### config.mk
export PLATFORM = sky130hd
export DESIGN_NAME = parity_scrubber
export DESIGN_NICKNAME = d
export VERILOG_FILES = /design/src/rtl/parity_scrubber.sv
export SDC_FILE = /design/constraint.sdc
export NUM_CORES = 1
export LEC_CHECK = 0
export ABC_CLOCK_PERIOD_IN_PS = 5400
export CAP_MARGIN = 20
export CORE_MARGIN = 2
export CORE_UTILIZATION = 53
export CTS_CLUSTER_SIZE = 25
export DETAILED_ROUTE_END_ITERATION = 12
export PLACE_DENSITY = 0.95
export REMOVE_ABC_BUFFERS = 1
export SETUP_SLACK_MARGIN = 0.1
export SYNTH_ARGS = -nofsm -noshare
export SYNTH_HDL_FRONTEND = slang
export SYNTH_SLANG_ARGS = --single-unit
### constraint.sdc
create_clock -name clock -period 5.4 [get_ports clock]
set_input_delay 0.54 -clock clock [delete_from_list [all_inputs] [get_ports clock]]
set_output_delay 0.54 -clock clock [all_outputs]
set_load 0.01 [all_outputs]
### src/rtl/parity_scrubber.sv
// parity_scrubber: background scrub controller for an even-parity protected memory.
// Optional macro PARITY_SCRUBBER_STOP_ON_ERROR_EN ends a pass at the first parity error.
module parity_scrubber #(
  parameter int DATA_WIDTH    = 8,
  parameter int DEPTH         = 16,
  parameter int ADDRESS_WIDTH = $clog2(DEPTH),
  parameter int INTERVAL      = 0,
  parameter int COUNT_WIDTH   = 8
) (
  input  logic                     clock,
  input  logic                     resetn,
  input  logic                     start,
  input  logic                     continuous,
  input  logic                     abort,
  input  logic                     clear_count,
  output logic                     busy,
  output logic                     done,
  output logic                     read_request,
  output logic [ADDRESS_WIDTH-1:0] read_address,
  input  logic                     read_grant,
  input  logic                     read_valid,
  input  logic [DATA_WIDTH-1:0]    read_data,
  input  logic                     read_code,
  output logic                     error_valid,
  output logic [ADDRESS_WIDTH-1:0] error_address,
  output logic [COUNT_WIDTH-1:0]   error_count
);
  localparam int PAUSE_WIDTH = (INTERVAL > 1) ? $clog2(INTERVAL) : 1;
  localparam logic [ADDRESS_WIDTH-1:0] LAST_ADDRESS = ADDRESS_WIDTH'(DEPTH - 1);
  localparam logic [PAUSE_WIDTH-1:0]   PAUSE_LAST   = PAUSE_WIDTH'(INTERVAL - 1);
  localparam logic [COUNT_WIDTH-1:0]   COUNT_MAX    = {COUNT_WIDTH{1'b1}};
`ifdef PARITY_SCRUBBER_STOP_ON_ERROR_EN
  localparam bit STOP_ON_ERROR = 1'b1;
`else
  localparam bit STOP_ON_ERROR = 1'b0;
`endif

  typedef enum logic [2:0] {IDLE, REQUEST, WAIT, CHECK, PAUSE} state_t;
  localparam state_t AFTER_CHECK = (INTERVAL > 0) ? PAUSE : REQUEST;

  state_t                   state_reg, state_next;
  logic [ADDRESS_WIDTH-1:0] address_reg, address_next;
  logic [PAUSE_WIDTH-1:0]   pause_reg, pause_next;
  logic [DATA_WIDTH-1:0]    data_reg, data_next;
  logic                     code_reg, code_next;
  logic                     abort_pending_reg, abort_pending_next;
  logic                     done_reg, done_next;
  logic                     error_valid_reg, error_valid_next;
  logic [ADDRESS_WIDTH-1:0] error_address_reg, error_address_next;
  logic [COUNT_WIDTH-1:0]   count_reg, count_next;
  logic                     parity_error, check_error, stop_pass;

  always_ff @(posedge clock or negedge resetn) begin
    if (!resetn) begin
      state_reg         <= IDLE;
      address_reg       <= '0;
      pause_reg         <= '0;
      data_reg          <= '0;
      code_reg          <= 1'b0;
      abort_pending_reg <= 1'b0;
      done_reg          <= 1'b0;
      error_valid_reg   <= 1'b0;
      error_address_reg <= '0;
      count_reg         <= '0;
    end else begin
      state_reg         <= state_next;
      address_reg       <= address_next;
      pause_reg         <= pause_next;
      data_reg          <= data_next;
      code_reg          <= code_next;
      abort_pending_reg <= abort_pending_next;
      done_reg          <= done_next;
      error_valid_reg   <= error_valid_next;
      error_address_reg <= error_address_next;
      count_reg         <= count_next;
    end
  end

  always_comb begin
    state_next         = state_reg;
    address_next       = address_reg;
    pause_next         = pause_reg;
    data_next          = data_reg;
    code_next          = code_reg;
    abort_pending_next = abort_pending_reg;
    done_next          = 1'b0;
    error_valid_next   = 1'b0;
    error_address_next = error_address_reg;
    count_next         = count_reg;
    parity_error       = code_reg != ^data_reg;
    check_error        = 1'b0;
    stop_pass          = 1'b0;

    unique case (state_reg)
      IDLE: begin
        abort_pending_next = 1'b0;
        if (start) begin
          state_next   = REQUEST;
          address_next = '0;
        end
      end
      REQUEST: begin
        // A grant coinciding with abort still drains its response before going idle.
        if (read_grant) begin
          state_next         = WAIT;
          abort_pending_next = abort;
        end else if (abort) begin
          state_next = IDLE;
        end
      end
      WAIT: begin
        if (abort) abort_pending_next = 1'b1;
        if (read_valid) begin
          if (abort || abort_pending_reg) begin
            state_next = IDLE;
          end else begin
            data_next  = read_data;
            code_next  = read_code;
            state_next = CHECK;
          end
        end
      end
      CHECK: begin
        check_error = parity_error;
        stop_pass   = abort || (STOP_ON_ERROR && parity_error);
        pause_next  = '0;
        if (parity_error) begin
          error_valid_next   = 1'b1;
          error_address_next = address_reg;
        end
        if (address_reg == LAST_ADDRESS) begin
          address_next = '0;
          done_next    = !stop_pass;
          state_next   = (stop_pass || !continuous) ? IDLE : AFTER_CHECK;
        end else begin
          address_next = address_reg + ADDRESS_WIDTH'(1);
          state_next   = stop_pass ? IDLE : AFTER_CHECK;
        end
      end
      PAUSE: begin
        if (abort) begin
          state_next = IDLE;
        end else if (pause_reg == PAUSE_LAST) begin
          state_next = REQUEST;
        end else begin
          pause_next = pause_reg + PAUSE_WIDTH'(1);
        end
      end
      default: state_next = IDLE;
    endcase

    // Clearing wins over the old value, but an error found in the same cycle still counts.
    if (clear_count) begin
      count_next = check_error ? COUNT_WIDTH'(1) : '0;
    end else if (check_error && count_reg != COUNT_MAX) begin
      count_next = count_reg + COUNT_WIDTH'(1);
    end
  end

  assign busy          = state_reg != IDLE;
  assign read_request  = state_reg == REQUEST;
  assign read_address  = address_reg;
  assign done          = done_reg;
  assign error_valid   = error_valid_reg;
  assign error_address = error_address_reg;
  assign error_count   = count_reg;
endmodule
==> key figures <==
Run status
  – Status: finished clean

GRT
  – Antenna violations before repair: 0
  – First-pass GRT wire length: roughly 6000 um
  – GRT Total Usage: around a quarter
  – Vias in the first global route: roughly 1400
  – Largest net degree at the start of global routing: 31
  – Grt total ovfl: 0

Route
  – # DRC: 0
  – Drt total wl: around 3500 um
  – Highest metal used: met4
  – Wire per inst: 16.3 um
  – Via count: between 1000 and 1500
  – Initial DRC count: 50
  – Met1 WL: 1410 um
  – Routed wl met3: roughly 270 um
  – First-pass iteration count of the detailed router: 5
  – Final ANT Viol Nets: 0
  – DR WL met2: 1760 um
  – DR vias/cell: just over 6

Floorplanning
  – Row count: 19
  – DIE WIDTH: roughly 58 um
  – Chip height: ~58 um
  – Starting Density: a little under three fifths
  – Die Area: between 3000 and 4000 sq um
  – Core Box Area: approximately 2800 sq um
  – I/O Pins: 37

Flow run
  – Max cap viols: 0

Logic synthesis
  – Syn_area_per_cell: roughly 11 sq um
  – Cell accounting for the most synthesized area: dfrtp_1
  – Commonest cells in the netlist: dfrtp_1, mux2_2, a21oi_1
  – Post-synth EDFFs: 0
  – Top-count cell post-synth: dfrtp_1
  – Top-area cell type share of the netlist area: between 40% and 50%
  – Asr flop ratio synth: 100%
  – FF+latch count, synth: 30
  – Synth Cell Area: approximately 1600 sq um
  – Synth Flop Type: dfrtp_1
  – Seq/Total Area, Yosys: just under 50%
  – Unique masters post-synth: 37
  – Yosys warns: 0
  – Post-Synthesis Cells: approximately 140
  – Synth top area cells: dfrtp_1, mux2_2, ha_1

Critical path
  – R2r endpoint: error_count[1]
  – Crit-path slowest cell: clkdlybuf4s50_1
  – Worst Path Required: about 4.9 ns
  – CP cell instances: inv_1 -> ha_1 -> inv_1 -> clkdlybuf4s50_1
  – Worst flop-to-flop path startpoint: state_reg[0]
  – CP Data Arrival Time: roughly 1.7 ns
  – Crit-path max FO: 6
  – Most used cell, CP: inv_1
  – CP Launch Type: flop
  – Nature of the critical path endpoint: output port
  – Kind of critical path: flop to output port
  – R2r worst-path depth: 6
  – CP peak stage delay: between 0.5 and 0.6 ns
  – Setup slack, reg-to-reg: 3.23 ns

Pwr
  – PwrDens: approximately 530 nW/um^2
  – Peak supply drop: 496 uV
  – Design Power: between 1000 and 1500 uW
  – Leakage: roughly 0.00085 uW

Clocking
  – H-tree levels: 2
  – CTS root buf: clkbuf_4
  – Clk pin slew, worst setup/hold paths: around 0.09 ns
  – Total clock sinks: 30
  – CTS tree: built
  – Hold_buf cts: 0
  – Setup fix buffers added after clock tree synthesis: 0
  – Resized Gates After CTS: 0
  – Total clock buffers created by CTS: 5
  – Worst-case clock buffer depth: 2
  – Worst-Skew Late Latency: between 0.3 and 0.4 ns

Placed design
  – Placed cells: 208
  – HPWL after DPL: roughly 2600 um
  – Port-buffer cells: 36
  – GPL Wtd Cong: 0.848

STA
  – Worst Skew: 0.00456 ns
  – Setup TNS: 0 ns
  – Final hold vios: 0
  – Crit share post-route: about two fifths
  – Fmax: approximately 440 MHz
  – Max-slew violations: 0
  – WHS: about 0.52 ns
  – Min Tclk post-route: around 2.3 ns
  – Slew headroom: 69.0%
  – RSZ-0062 raised after global routing: no
  – Worst Max-Slew Pin Slew: approximately 0.45 ns
  – Final setup viols: 0

Min path
  – Hold Crit Start: data_reg[1]
  – WHS Endpoint: data_reg[1]
  – Worst min path class: flop to flop
  – Hold path depth: 1

Finish
  – Diodes inserted: 0
  – Fill cell total of the finished layout: roughly 220
  – Seq. cell area: 751 sq um
  – Multi-input gate area: about 770 sq um
  – Final Core Density: between 70% and 80%
  – Fraction of layout cells with a size suffix above 1: a little over an eighth
  – Non-Filler Instances: between 200 and 250
  – Nets: between 200 and 250
  – Synth-to-layout area growth: 28.1%
power by group:
part | switching, uW | internal, uW | total [uW]
sequential | 63.5 | 297 | 361
combinational | 298 | 285 | 583
clock | 73.1 | 49.0 | 122
cells by family (layout without fill, tap and decap cells):
kind of cell    Yosys count  after routing  synth area share (%)
simple gates             42             42                  13.9
compound gates           31             31                  13.1
flops                    30             30                  48.0
mux                      16             16                  11.4
buf+inv                  12             53                  2.96
fa+ha+maj                 6              6                  4.80
xor+xnor                  6              6                  5.84
critical path, delay by kind of cell, from the launching register on:
kind,cells,cell delay [ns]
buffers and inverters,3,0.73
flip-flops,1,0.40
adder cells (fa/ha/maj),1,0.26
layout make-up:
type / count / share of cell area [%]
clock buffer: 7 / 2.25
inverter: 9 / 1.69
multi-input combinational: 101 / 38.3
sequential: 30 / 37.5
tap: 31 / 1.94
timing repair buffer: 37 / 18.4
cells in the final DEF (no fill, tap or decap), types with 2 or more instances in the layout:
cell	synthesis	final
o21ai_0	6	6
nand3_1	9	9
o311ai_0	2	2
clkbuf_1	2	2
a21o_1	2	2
mux2_2	14	14
o211ai_1	2	2
xnor2_1	2	2
clkdlybuf4s50_1	0	36
clkbuf_4	0	5
and3_1	2	2
nor3_1	4	4
mux2i_1	2	2
nand2_1	6	6
or4_1	3	3
inv_1	8	8
ha_1	6	6
o31ai_1	3	3
nor2_1	8	8
nand2b_1	2	2
a21oi_1	10	10
dfrtp_1	30	30
nand4_1	4	4
worst max-delay path by stage:
stage | startpoint | end | slack, ns
finish | state_reg[0] | busy | 3.14
global route | state_reg[0] | error_count[1] | 3.01
CTS | state_reg[0] | busy | 3.12
detailed placement | abort | code_reg | 3.05
global placement | abort | code_reg | 3.13
floorplan | data_reg[2] | error_count[3] | 3.49
metal layers:
layer	up-vias	GRT usage [%]
met4	0	11.3
li1	612	-
met2	63	40.0
met1	635	27.0
met5	-	0
met3	10	9.45
stage by stage:
stage	cell area [sq um]	setup slack (ns)
after floorplan	1550	3.49
after global placement	1960	3.13
after detailed placement	1960	3.05
after CTS	2000	3.12
after global routing	2000	3.01
final	2000	3.14
No activity file was read; power rests on OpenSTA's default activity.
